<file path="src/rtl/channel_readout_scheduler_if.sv">
// Bus bundle for channel_readout_scheduler: trigger FIFO, channel FIFOs and
// the single-channel framer. "master" is the scheduler's view, "slave" is
// the view of whatever surrounds it.
interface channel_readout_scheduler_if #(
    parameter int NUM_CHAN = 5
);
    // Trigger / fill-number FIFO (first-word-fall-through)
    logic [23:0]            tm_data;
    logic                   tm_valid;
    logic                   tm_ready;

    // Channel FIFOs, channel i at [32i+31:32i]
    logic [NUM_CHAN*32-1:0] chan_data;
    logic [NUM_CHAN-1:0]    chan_last;
    logic [NUM_CHAN-1:0]    chan_valid;
    logic [NUM_CHAN-1:0]    chan_ready;

    // Framer side
    logic [23:0]            xfer_tm_data;
    logic                   xfer_tm_valid;
    logic                   xfer_tm_ready;
    logic [31:0]            xfer_chan_data;
    logic                   xfer_chan_last;
    logic                   xfer_chan_valid;
    logic                   xfer_chan_ready;

    modport master (
        input  tm_data, tm_valid,
        output tm_ready,
        input  chan_data, chan_last, chan_valid,
        output chan_ready,
        output xfer_tm_data, xfer_tm_valid,
        input  xfer_tm_ready,
        output xfer_chan_data, xfer_chan_last, xfer_chan_valid,
        input  xfer_chan_ready
    );

    modport slave (
        output tm_data, tm_valid,
        input  tm_ready,
        output chan_data, chan_last, chan_valid,
        input  chan_ready,
        input  xfer_tm_data, xfer_tm_valid,
        output xfer_tm_ready,
        input  xfer_chan_data, xfer_chan_last, xfer_chan_valid,
        output xfer_chan_ready
    );
endinterface

</file>
<file path="src/rtl/channel_readout_scheduler.sv">
// channel_readout_scheduler: per trigger, walks the enabled channels in
// ascending order, hands the fill number to the framer once per channel and
// then passes that channel's FIFO stream straight through until its last word.
// Optional macro CHAN_TIMEOUT_EN: per-channel stall timeout that closes a
// stuck channel with a synthetic 0xDEAD<chan> last beat and sets timeout_err.
module channel_readout_scheduler #(
    parameter int NUM_CHAN       = 5,
    parameter int CHAN_W         = 3,
    parameter int TIMEOUT_CYCLES = 4096
) (
    input  logic                    clk,
    input  logic                    rst_n,
    input  logic [NUM_CHAN-1:0]     enable_mask,
    channel_readout_scheduler_if.master bus,
    output logic                    busy,
    output logic [CHAN_W-1:0]       cur_chan,
    output logic [15:0]             event_count,
    output logic                    timeout_err
);

    typedef enum logic [2:0] {
        S_IDLE,
        S_LOAD,
        S_ISSUE,
        S_STREAM,
        S_NEXT,
        S_POP
    } state_t;

    state_t              state, state_d;
    logic [23:0]         fill;
    logic [NUM_CHAN-1:0] mask_q;

    logic                load_found;
    logic [CHAN_W-1:0]   load_idx;
    logic                next_found;
    logic [CHAN_W-1:0]   next_idx;

    logic [31:0]         sel_data;
    logic                sel_last;
    logic                sel_valid;

    logic                in_stream;
    logic                synth;
    logic                beat;

    assign in_stream = (state == S_STREAM);

    // Priority pick: lowest enabled channel at LOAD, next enabled one above cur_chan at NEXT
    always_comb begin
        load_found = 1'b0;
        load_idx   = '0;
        next_found = 1'b0;
        next_idx   = '0;
        for (int unsigned i = 0; i < NUM_CHAN; i++) begin
            if (enable_mask[i] && !load_found) begin
                load_found = 1'b1;
                load_idx   = CHAN_W'(i);
            end
            if (mask_q[i] && (i > 32'(cur_chan)) && !next_found) begin
                next_found = 1'b1;
                next_idx   = CHAN_W'(i);
            end
        end
    end

    // Select the current channel's FIFO head
    always_comb begin
        sel_data  = '0;
        sel_last  = 1'b0;
        sel_valid = 1'b0;
        for (int unsigned i = 0; i < NUM_CHAN; i++) begin
            if (cur_chan == CHAN_W'(i)) begin
                sel_data  = bus.chan_data[i*32 +: 32];
                sel_last  = bus.chan_last[i];
                sel_valid = bus.chan_valid[i];
            end
        end
    end

`ifdef CHAN_TIMEOUT_EN
    localparam int CNT_W = $clog2(TIMEOUT_CYCLES + 1);

    logic [CNT_W-1:0] to_cnt;
    logic             synth_hold;

    // Once the synthetic beat starts it is held until the framer takes it,
    // even if the real channel becomes valid in the meantime.
    assign synth = in_stream &&
                   (synth_hold || ((to_cnt == CNT_W'(TIMEOUT_CYCLES)) && !sel_valid));

    // Stall counter and synthetic-beat hold, cleared outside STREAM and on every beat
    always_ff @(posedge clk or negedge rst_n) begin
        if (!rst_n) begin
            to_cnt      <= '0;
            synth_hold  <= 1'b0;
            timeout_err <= 1'b0;
        end else begin
            if (!in_stream) begin
                to_cnt     <= '0;
                synth_hold <= 1'b0;
            end else begin
                if (beat)
                    to_cnt <= '0;
                else if (to_cnt != CNT_W'(TIMEOUT_CYCLES))
                    to_cnt <= to_cnt + 1'b1;
                synth_hold <= synth && !bus.xfer_chan_ready;
            end
            if (synth)
                timeout_err <= 1'b1;
        end
    end
`else
    assign synth       = 1'b0;
    assign timeout_err = 1'b0;
`endif

    assign bus.xfer_chan_valid = in_stream & (synth | sel_valid);
    assign bus.xfer_chan_last  = in_stream & (synth | sel_last);
    assign bus.xfer_chan_data  = !in_stream ? '0 :
                                 synth      ? {16'hDEAD, 16'(cur_chan)} : sel_data;
    assign beat                = bus.xfer_chan_valid & bus.xfer_chan_ready;

    assign bus.xfer_tm_valid   = (state == S_ISSUE);
    assign bus.xfer_tm_data    = fill;
    assign bus.tm_ready        = (state == S_POP);
    assign busy                = (state != S_IDLE);

    // Pop only the selected channel, and never while a synthetic beat is shown
    always_comb begin
        bus.chan_ready = '0;
        for (int unsigned i = 0; i < NUM_CHAN; i++) begin
            if (in_stream && !synth && (cur_chan == CHAN_W'(i)))
                bus.chan_ready[i] = bus.xfer_chan_ready;
        end
    end

    // State register
    always_ff @(posedge clk or negedge rst_n) begin
        if (!rst_n)
            state <= S_IDLE;
        else
            state <= state_d;
    end

    // Next-state logic
    always_comb begin
        state_d = state;
        unique case (state)
            S_IDLE:   if (bus.tm_valid) state_d = S_LOAD;
            S_LOAD:   state_d = load_found ? S_ISSUE : S_POP;
            S_ISSUE:  if (bus.xfer_tm_ready) state_d = S_STREAM;
            S_STREAM: if (beat && bus.xfer_chan_last) state_d = S_NEXT;
            S_NEXT:   state_d = next_found ? S_ISSUE : S_POP;
            S_POP:    state_d = S_IDLE;
            default:  state_d = S_IDLE;
        endcase
    end

    // Event datapath: fill/mask snapshot, channel pointer, completed-event counter
    always_ff @(posedge clk or negedge rst_n) begin
        if (!rst_n) begin
            fill        <= '0;
            mask_q      <= '0;
            cur_chan    <= '0;
            event_count <= '0;
        end else begin
            unique case (state)
                S_LOAD: begin
                    fill   <= bus.tm_data;
                    mask_q <= enable_mask;
                    if (load_found)
                        cur_chan <= load_idx;
                end
                S_NEXT: begin
                    if (next_found)
                        cur_chan <= next_idx;
                end
                S_POP:   event_count <= event_count + 16'd1;
                default: ;
            endcase
        end
    end

endmodule

</file>
<file path="src/flat_wrapper.sv">
// flat-port wrapper written by rule: the top's interface ports become plain ports
module channel_readout_scheduler_flat 
#(
    parameter int NUM_CHAN       = 5,
    parameter int CHAN_W         = 3,
    parameter int TIMEOUT_CYCLES = 4096
)
  (clk, rst_n, enable_mask, busy, cur_chan, event_count, timeout_err, bus_tm_data, bus_tm_valid, bus_tm_ready, bus_chan_data, bus_chan_last, bus_chan_valid, bus_chan_ready, bus_xfer_tm_data, bus_xfer_tm_valid, bus_xfer_tm_ready, bus_xfer_chan_data, bus_xfer_chan_last, bus_xfer_chan_valid, bus_xfer_chan_ready);
  channel_readout_scheduler_if #(.NUM_CHAN(NUM_CHAN)) bus_i ();
  input  logic clk;
  input  logic rst_n;
  input  logic [NUM_CHAN-1:0] enable_mask;
  output logic busy;
  output logic [CHAN_W-1:0] cur_chan;
  output logic [15:0] event_count;
  output logic timeout_err;
  input wire logic [$bits(bus_i.tm_data)-1:0] bus_tm_data;
  input wire logic [$bits(bus_i.tm_valid)-1:0] bus_tm_valid;
  output wire logic [$bits(bus_i.tm_ready)-1:0] bus_tm_ready;
  input wire logic [$bits(bus_i.chan_data)-1:0] bus_chan_data;
  input wire logic [$bits(bus_i.chan_last)-1:0] bus_chan_last;
  input wire logic [$bits(bus_i.chan_valid)-1:0] bus_chan_valid;
  output wire logic [$bits(bus_i.chan_ready)-1:0] bus_chan_ready;
  output wire logic [$bits(bus_i.xfer_tm_data)-1:0] bus_xfer_tm_data;
  output wire logic [$bits(bus_i.xfer_tm_valid)-1:0] bus_xfer_tm_valid;
  input wire logic [$bits(bus_i.xfer_tm_ready)-1:0] bus_xfer_tm_ready;
  output wire logic [$bits(bus_i.xfer_chan_data)-1:0] bus_xfer_chan_data;
  output wire logic [$bits(bus_i.xfer_chan_last)-1:0] bus_xfer_chan_last;
  output wire logic [$bits(bus_i.xfer_chan_valid)-1:0] bus_xfer_chan_valid;
  input wire logic [$bits(bus_i.xfer_chan_ready)-1:0] bus_xfer_chan_ready;
  assign bus_i.tm_data = bus_tm_data;
  assign bus_i.tm_valid = bus_tm_valid;
  assign bus_tm_ready = bus_i.tm_ready;
  assign bus_i.chan_data = bus_chan_data;
  assign bus_i.chan_last = bus_chan_last;
  assign bus_i.chan_valid = bus_chan_valid;
  assign bus_chan_ready = bus_i.chan_ready;
  assign bus_xfer_tm_data = bus_i.xfer_tm_data;
  assign bus_xfer_tm_valid = bus_i.xfer_tm_valid;
  assign bus_i.xfer_tm_ready = bus_xfer_tm_ready;
  assign bus_xfer_chan_data = bus_i.xfer_chan_data;
  assign bus_xfer_chan_last = bus_i.xfer_chan_last;
  assign bus_xfer_chan_valid = bus_i.xfer_chan_valid;
  assign bus_i.xfer_chan_ready = bus_xfer_chan_ready;
  channel_readout_scheduler #(.NUM_CHAN(NUM_CHAN), .CHAN_W(CHAN_W), .TIMEOUT_CYCLES(TIMEOUT_CYCLES)) u_core (.clk(clk), .rst_n(rst_n), .enable_mask(enable_mask), .bus(bus_i), .busy(busy), .cur_chan(cur_chan), .event_count(event_count), .timeout_err(timeout_err));
endmodule
</file>
<file path="config.mk">
export PLATFORM = sky130hd
export DESIGN_NAME = channel_readout_scheduler_flat
export DESIGN_NICKNAME = d
export VERILOG_FILES = /design/src/rtl/channel_readout_scheduler_if.sv /design/src/rtl/channel_readout_scheduler.sv /design/src/flat_wrapper.sv
export SDC_FILE = /design/constraint.sdc
export NUM_CORES = 1
export LEC_CHECK = 0
export BUFFER_PORTS_ARGS = -buffer_cell sky130_fd_sc_hd__buf_4
export CAP_MARGIN = 20
export CORE_AREA = 2 2 112 114
export DETAILED_ROUTE_END_ITERATION = 16
export DIE_AREA = 0 0 114 116
export HOLD_SLACK_MARGIN = 0.08
export SLEW_MARGIN = 20
export SYNTH_ARGS = -nofsm -noshare
export SYNTH_HDL_FRONTEND = slang
export SYNTH_SLANG_ARGS = --single-unit
</file>
<file path="constraint.sdc">
create_clock -name clk -period 2.1 [get_ports clk]
set_input_delay 0.42 -clock clk [delete_from_list [all_inputs] [get_ports clk]]
set_output_delay 0.42 -clock clk [all_outputs]
set_load 0.02 [all_outputs]
</file>
Word level (Yosys, flattened, before mapping) --
Index checks and enable logic that the tools add are counted.
Word-level totals: register bits 51, latch bits 0, bits in writable memories 0, bits in read-only memories 0, bits of input ports 204, output and inout port bits 86, word-level logic and storage cells 104, memories 0
Cells by class: add/sub/neg operators 1, $mul 0, div/mod/pow operators 0, $lt $le $gt $ge 4, eq/ne operators 14, shift-type cells 0, mux-type cells 47, bitwise logic cells 3, reductions and logical operators 30
Operator list (number):
- two-way mux 32 bit | 6
- two-way mux 3 bit | 13
- two-way mux 1 bit | 26
- logical AND 1 bit | 17
- adder 16 x 1 -> 16 bit (second input constant) | 1
- one-hot mux 3 bit (5 select lines) | 1
- equality test 3 x 2 -> 1 bit (second input constant) | 4
- equality test 3 bit (second input constant) | 3
- zero test 1 bit | 7
- equality test 3 x 1 -> 1 bit (second input constant) | 2
- > comparator 2 x 3 -> 1 bit (first input constant) | 2
- zero test 3 bit | 2
- != test 2 x 1 -> 1 bit (second input constant) | 3
- one-hot mux 3 bit (2 select lines) | 1
- AND reduction 3 bit | 2
- != test 2 bit (second input constant) | 2
- bitwise AND 1 bit | 3
- > comparator 1 x 3 -> 1 bit (first input constant) | 1
- > comparator 3 bit (first input constant) | 1
- nonzero test 3 bit | 1
- nonzero test 2 bit | 1

Depth between registers and ports, before layout --
Gate-level depths: netlist of run 1.
word-level depth 15, depth in mapped cells 7, mapped depth without buffers 5

Worst setup path after synthesis of run 1 --
No wires, ideal clock.
path kind reg-to-output, from register u_core.cur_chan[0], to output port bus_xfer_chan_data[10], arrival time 1.758 ns, data required time 1.680 ns, setup slack -0.078 ns, stages on the path, launching flop included 7, buffers on the path 2, cell sequence dfrtp_1 -> buf_6 -> buf_2 -> mux4_2 -> nor2b_1 -> a21oi_1 -> nor2_1
On the way: longest elaborated chain between the ends 7, elaborated cells on any way between the ends 11, those cells by class eq/ne: 4; mux: 6; reduce/logical: 1
Ends and longest elaborated chain:
- from (decl) | line channel_readout_scheduler.sv:16 | output logic [CHAN_W-1:0] cur_chan,
- from (signal assigned) | line channel_readout_scheduler.sv:173 | cur_chan <= load_idx;
- from (signal assigned) | line channel_readout_scheduler.sv:177 | cur_chan <= next_idx;
- zero test 3 bit | line channel_readout_scheduler.sv:73 | if (cur_chan == CHAN_W'(i)) begin
- two-way mux 32 bit (4 in series) | line channel_readout_scheduler.sv:73
- two-way mux 32 bit * | line channel_readout_scheduler.sv:73
- two-way mux 32 bit * | line channel_readout_scheduler.sv:120 | assign bus.xfer_chan_data = !in_stream ? '0 :
- to (decl) | line flat_wrapper.sv:27 | output wire logic [$bits(bus_i.xfer_chan_data)-1:0] bus_xfer_chan_data;
Every way passes the cells marked *; elsewhere a longest branch is shown, timed or not.

Final worst setup path of run 1 --
from register u_core.cur_chan[0], to output port bus_xfer_chan_data[24]
Same word-level chain as after synthesis.

==> results.sh, run 1 <==
export IMPL_status="finished with violations"
export IMPL_violations="setup timing"
export IMPL_p_total_uw=8740
export IMPL_gp_congestion=0.950
export IMPL_cts_htree_levels=2
export IMPL_netlist_instances=352
export IMPL_crit_end="bus_xfer_chan_data[24]"
export IMPL_skew_ns=0.00390
export IMPL_setup_slack_ns=-0.291
export IMPL_rsz0062_at_grt="yes"
export IMPL_slowest_delay_ns=0.49
export IMPL_yosysSeqAreaShare_pct=34.2
export IMPL_peakVddDrop_uv=848
export IMPL_antenna_found_initial=1
export IMPL_synthAdderAreaFrac_pct=0.342
export IMPL_crit_path_end_kind="primary output"
export IMPL_synth_top_cell_area_share_pct=34.2
export IMPL_synthDistinctLibCells=48
export IMPL_tightest_slew_ns=0.630
export IMPL_syn_area_per_cell_um2=10.4
export IMPL_min_period_ns=2.39
export IMPL_hpwl_mm=11.8
export IMPL_start_util_pct=30.7
export IMPL_die_h_um=116
export IMPL_grt_pass1_vias=4176
export IMPL_synth_nets=557
export IMPL_synth_ff_latch_count=50
export IMPL_synth_top_family_by_area="multiplexers"
export IMPL_synth_compound_area_share_pct=8.38
export IMPL_rows=40
export IMPL_cp_cell_sequence="buf_6 -> buf_12 -> mux4_2 -> nor2b_1 -> a21oi_2 -> nor2_2 -> buf_6"
export IMPL_place_port_buffers=288
export IMPL_fin_cells=801
export IMPL_rrSetupSlack_ns=0.06
export IMPL_period_share_pct=114
export IMPL_layout_nets=857
export IMPL_yosys_top_cells_area="dfrtp_1 34%, mux4_2 20%, mux2_2 9.2%"
export IMPL_hp_class="input port to async pin"
export IMPL_grt_total_usage_pct=21.5
export IMPL_gr_total_overflow=0
export IMPL_finalHoldViolations=0
export IMPL_async_flop_share_pct=100
export IMPL_yosysWarnings=0
export IMPL_wl_per_cell_um=18.8
export IMPL_r2r_start="u_core.cur_chan[0]"
export IMPL_cap_violations=0
export IMPL_reg2reg_depth=7
export IMPL_synth_top_area_cell="dfrtp_1"
export IMPL_io_pins=290
export IMPL_netlist_area_mm2=0.00366
export IMPL_crit_fanout=8
export IMPL_arrival_ns=1.97
export IMPL_root_buffer="clkbuf_16"
export IMPL_clk_pin_slew_ns=0.07
export IMPL_die_area_mm2=0.0132
export IMPL_cp_required_ns=1.68
export IMPL_routed_wl_mm=15.1
export IMPL_synth_flop_cell="dfrtp_1"
export IMPL_drt_iter0_drc=151
export IMPL_core_mm2=0.0119
export IMPL_r2r_end="u_core.state[0]"
export IMPL_critPathLaunch="u_core.cur_chan[0]"
export IMPL_synthXorXnorAreaFrac_pct=3.59
export IMPL_grt_pass1_wl_mm=22.2
export IMPL_setup_violations=36
export IMPL_first_pass_iters=4
export IMPL_synth_edf_count=0
export IMPL_holdWs_ns=0.159
export IMPL_final_common_cell="buf_4"
export IMPL_antenna_left=0
export IMPL_clockBufferDepth=2
export IMPL_final_cell_mix="285 x buf_4, 47 x dfrtp_1, 32 x mux4_2"
export IMPL_slew_headroom_pct=58.0
export IMPL_p_per_area_mw_per_mm2=1290
export IMPL_cpMostUsedCell="buf_6"
export IMPL_cts_tree="yes"
export IMPL_worstSkewPairLatency_ns=0.29
export IMPL_power_leakage_uw=0.00320
export IMPL_critPathLaunchType="flip-flop"
export IMPL_grt_max_degree=51
export IMPL_area_growth_pct=85.7
export IMPL_cts_sinks=50
export IMPL_cts_buffers=5
export IMPL_viasPerCell=4.99
export IMPL_yosys_area_share_simple_pct=18.7
export IMPL_cpMaxStageDelayCell="mux4_2"
export IMPL_synthMuxAreaShare_pct=30.6
export IMPL_drive_above_1_share_pct=70.9
export IMPL_drc=0
export IMPL_via_count=3993
export IMPL_hold_buffers=0
export IMPL_worst_setup_path_type="flip-flop to primary output"
export IMPL_final_fill_count=1067
export IMPL_fp_dieW_um=114
export IMPL_max_freq_ghz=0.418
export IMPL_maxSlewViolCount=0
export IMPL_placed_cells=780
flip-flops by register name, indices dropped and copies added (netlist names):
name / count
u_core.bus.xfer_tm_data: 24
u_core.cur_chan: 3
u_core.event_count: 16
u_core.mask_q: 4
u_core.state: 3
worst max-delay path: cells and delay by family, from the launching register on:
family	cells	cell delay [ns]
AO/OA/AOI/OAI	1	0.15
buffers and inverters	3	0.42
flip-flops	1	0.39
multiplexers	1	0.49
AND/OR/NAND/NOR	2	0.22
worst min path at each step:
| stage | from | end | slack (ns) |
|---|---|---|---|
| 2_1_floorplan | rst_n | u_core.bus.xfer_tm_data[0] | 0.12 |
| 3_3_place_gp | u_core.event_count[15] | u_core.event_count[15] | 0.47 |
| 3_5_place_dp | u_core.event_count[15] | u_core.event_count[15] | 0.47 |
| 4_1_cts | rst_n | u_core.event_count[0] | 0.18 |
| 5_1_grt | rst_n | u_core.event_count[10] | 0.20 |
| 6_report | rst_n | u_core.event_count[8] | 0.16 |
kinds of logic (layout without fill, tap and decap cells):
group,after synthesis,after routing
AOI/OAI and AO/OA,52,52
xor gates and xnor gates,15,15
adders and majority gates,1,1
buffers and inverters,33,334
DFF,50,50
muxes,68,68
other,1,2
and+or+nand+nor,132,132
Yosys cell counts (2+ instances only):
cell       n
nor2_1    47
nand2_1   14
o22ai_1    2
nand2b_1   2
xor2_1     3
mux2_2    30
a21oi_1   35
buf_1      2
and3_1     6
o21ai_0    4
nor2b_1   34
xnor2_1   12
and2_1     3
nand4_1    3
mux4_2    32
nor3b_1    2
mux2i_1    6
inv_1      4
buf_4      2
clkbuf_1  13
nor4_1     4
nand3_1    7
dfrtp_1   50
buf_2     11
per-layer routing:
metal  up-vias  wire length (um)  track usage [%]
li1       1872                 -                -
met1      1920              5780             25.3
met2       178              7740             38.9
met3        23              1180             5.13
met4         0               376             6.75
met5         -                 0                0
where the power goes:
part           total [uW]  switching (uW)  internal (uW)
Sequential           1560             259           1300
Clock                 906             343            563
Combinational        6270            2950           3320
Total                8740            3550           5190
stage by stage:
step	setup TNS [ns]	worst slack [ns]	cell area [um2]	utilization (%)
4_1_cts	-8.48	-0.312	6670	56.0
6_report	-7.75	-0.291	6800	57.0
3_5_place_dp	-0.0143	-0.0143	6180	51.9
3_3_place_gp	-0.00550	-0.00409	6180	51.9
2_1_floorplan	-0.326	-0.0391	3740	-
5_1_grt	-10.91	-0.370	6790	57.0
what timing repair did:
item	in CTS	in global routing
cloned	4	0
resized for setup	49	26
pin swaps	6	13
hold endpoints to repair	0	0
endpoints found under the setup margin	36	41
setup buffers	7	2
layout make-up:
cell class                      count  area (um2)  share of cell area, %
Antenna cell                        1        2.50                 0.0368
Inverter                            4        15.0                  0.221
Tap cell                          147         184                   2.71
Multi-Input combinational cell    269        2510                   37.0
Sequential cell                    50        1250                   18.5
Clock buffer                        7         133                   1.95
Clock inverter                      1        30.0                  0.442
Timing Repair Buffer              322        2670                   39.2
Note: power is estimated with default switching activity, not from simulation.
==> run 2, diff against run 1 <==
--- a/config.mk
+++ b/config.mk
@@ -11,6 +11,8 @@
 export DETAILED_ROUTE_END_ITERATION = 16
 export DIE_AREA = 0 0 114 116
 export HOLD_SLACK_MARGIN = 0.08
+export PLACE_DENSITY = 0.67
+export SKIP_CTS_REPAIR_TIMING = 1
 export SLEW_MARGIN = 20
 export SYNTH_ARGS = -nofsm -noshare
 export SYNTH_HDL_FRONTEND = slang
==> constraint.sdc (replaced) <==
create_clock -name clk -period 2.05 [get_ports clk]
set_input_delay 0.41 -clock clk [delete_from_list [all_inputs] [get_ports clk]]
set_output_delay 0.41 -clock clk [all_outputs]
set_load 0.02 [all_outputs]
==> run 2 against run 1 <==
Against the previous run:
- the flow still finishes with violations (setup timing)
- global-route usage down 1.6 points
- non-clock buffer count down 4
- first-iteration DRC count up 32%
- via count up 0.20%
- wire length down 3.3%
- cell count down 0.62%
- critical endpoint is now bus_xfer_chan_data[18]
- largest cell class unchanged
- largest power group unchanged
==> results.sh, run 2 (synthesis gave the netlist of run 1 again) <==
export IMPL_status="finished with violations"
export IMPL_violations="setup timing"
export IMPL_peakVddDrop_uv=669
export IMPL_period_share_pct=116
export IMPL_via_count=4001
export IMPL_r2r_start="u_core.cur_chan[0]"
export IMPL_drive_above_1_share_pct=70.9
export IMPL_power_leakage_uw=0.00317
export IMPL_crit_path_end_kind="primary output"
export IMPL_setup_violations=35
export IMPL_worst_setup_path_type="flip-flop to primary output"
export IMPL_rows=40
export IMPL_gp_congestion=0.956
export IMPL_cts_buffers=5
export IMPL_p_per_area_mw_per_mm2=1310
export IMPL_crit_fanout=7
export IMPL_cts_sinks=50
export IMPL_root_buffer="clkbuf_16"
export IMPL_wl_per_cell_um=18.3
export IMPL_antenna_left=0
export IMPL_clockBufferDepth=2
export IMPL_pwr_share_comb_pct=71.6
export IMPL_start_util_pct=30.7
export IMPL_final_common_cell="buf_4"
export IMPL_hpwl_mm=11.3
export IMPL_worstSkewPairLatency_ns=0.29
export IMPL_die_h_um=116
export IMPL_reg2reg_depth=7
export IMPL_swShare_pct=40.7
export IMPL_r2r_end="u_core.state[0]"
export IMPL_grt_pass1_wl_mm=20.6
export IMPL_core_mm2=0.0119
export IMPL_antenna_found_initial=0
export IMPL_power_net_switching_uw=3620
export IMPL_cap_violations=0
export IMPL_antenna_cells=0
export IMPL_clk_pin_slew_ns=0.07
export IMPL_critPathLaunchType="flip-flop"
export IMPL_layout_nets=853
export IMPL_io_pins=290
export IMPL_first_pass_iters=4
export IMPL_tightest_slew_ns=0.622
export IMPL_maxSlewViolCount=0
export IMPL_cp_required_ns=1.64
export IMPL_die_area_mm2=0.0132
export IMPL_fp_dieW_um=114
export IMPL_finalHoldViolations=0
export IMPL_grt_total_usage_pct=19.9
export IMPL_critPathLaunch="u_core.cur_chan[0]"
export IMPL_internal_power_uw=5280
export IMPL_final_fill_count=1062
export IMPL_skew_ns=0.00844
export IMPL_rrSetupSlack_ns=-0.07
export IMPL_grt_pass1_vias=4021
export IMPL_cts_htree_levels=2
export IMPL_viasPerCell=5.03
export IMPL_arrival_ns=1.96
export IMPL_rsz0062_at_grt="yes"
export IMPL_p_total_uw=8890
export IMPL_p_clk_share_pct=10.5
export IMPL_fin_cells=796
export IMPL_placed_cells=777
export IMPL_dp_slack_ns=-0.0224
export IMPL_area_growth_pct=84.9
export IMPL_final_cell_mix="285 x buf_4, 46 x dfrtp_1, 32 x mux4_2"
export IMPL_drc=0
export IMPL_cts_tree="yes"
export IMPL_p_seq_share_pct=17.9
export IMPL_drt_iter0_drc=200
export IMPL_setup_slack_ns=-0.319
export IMPL_routed_wl_mm=14.6
export IMPL_max_freq_ghz=0.422
export IMPL_slew_headroom_pct=58.5
export IMPL_hp_class="input port to async pin"
export IMPL_utilization_pct=56.8
export IMPL_largest_reg_flops=24
export IMPL_place_port_buffers=288
export IMPL_gr_total_overflow=0
export IMPL_min_period_ns=2.37
export IMPL_holdWs_ns=0.143
export IMPL_grt_max_degree=51
==> run 2: cell count changes in the layout (fill, tap and decap cells not counted), moves of 2 or more <==
cell / delta
buf_6: -7
nor2b_1: +4
clkbuf_16: +5
buf_16: -4
nor2b_4: -3
buf_12: +2
==> run 2: power by group through the flow <==
stage / sequential, uW / combinational (uW) / clock [uW]
after floorplan: 1860 / 3230 / 0
after global placement: 1600 / 5500 / 0
after detailed placement: 1630 / 5580 / 0
after CTS: 1620 / 5580 / 964
after global routing: 1630 / 6780 / 1010
final: 1590 / 6370 / 938
==> run 2: per-stage QoR <==
stage | TNS (ns) | instance area (um2)
global route | -12.05 | 6770
finish | -9.42 | 6770
global placement | 0 | 6170
floorplan | -0.158 | 3750
detailed placement | -0.0614 | 6170
CTS | -9.68 | 6340
==> run 2: how the worst max path moves through the flow <==
stage / slack (ns) / to / cells after the start
after floorplan: -0.08 / bus_chan_ready[0] / 4
after global placement: 0.01 / bus_xfer_chan_data[5] / 6
after detailed placement: -0.02 / bus_xfer_chan_data[4] / 6
after CTS: -0.34 / bus_xfer_chan_data[5] / 6
after global routing: -0.39 / bus_xfer_chan_data[31] / 7
final: -0.32 / bus_xfer_chan_data[18] / 7
==> run 2: per-layer routing <==
| metal | vias to the layer above | global-route usage, % | share of wire (%) |
|---|---|---|---|
| met3 | 28 | 5.07 | 7.7 |
| met4 | 0 | 6.34 | 2.7 |
| met2 | 198 | 36.3 | 52 |
| met5 | - | 0 | 0 |
| met1 | 1911 | 22.7 | 38 |
| li1 | 1864 | - | - |
==> run 2: critical path, cell delays in order, from the launching register on <==
cell and delay, ns:
dfrtp_2 0.38, buf_12 0.15, buf_12 0.13, mux4_2 0.49
nor2b_1 0.14, a21oi_1 0.15, nor2_2 0.08, buf_6 0.14
==> run 2: layout make-up <==
type | count | area [um2] | area share, %
clock buffers | 6 | 129 | 1.90
multi-input cells | 269 | 2500 | 37.0
clock inverters | 2 | 37.5 | 0.555
inverters | 4 | 15.0 | 0.222
well taps | 147 | 184 | 2.72
flip-flops and latches | 50 | 1260 | 18.6
repair buffers | 318 | 2640 | 39.0
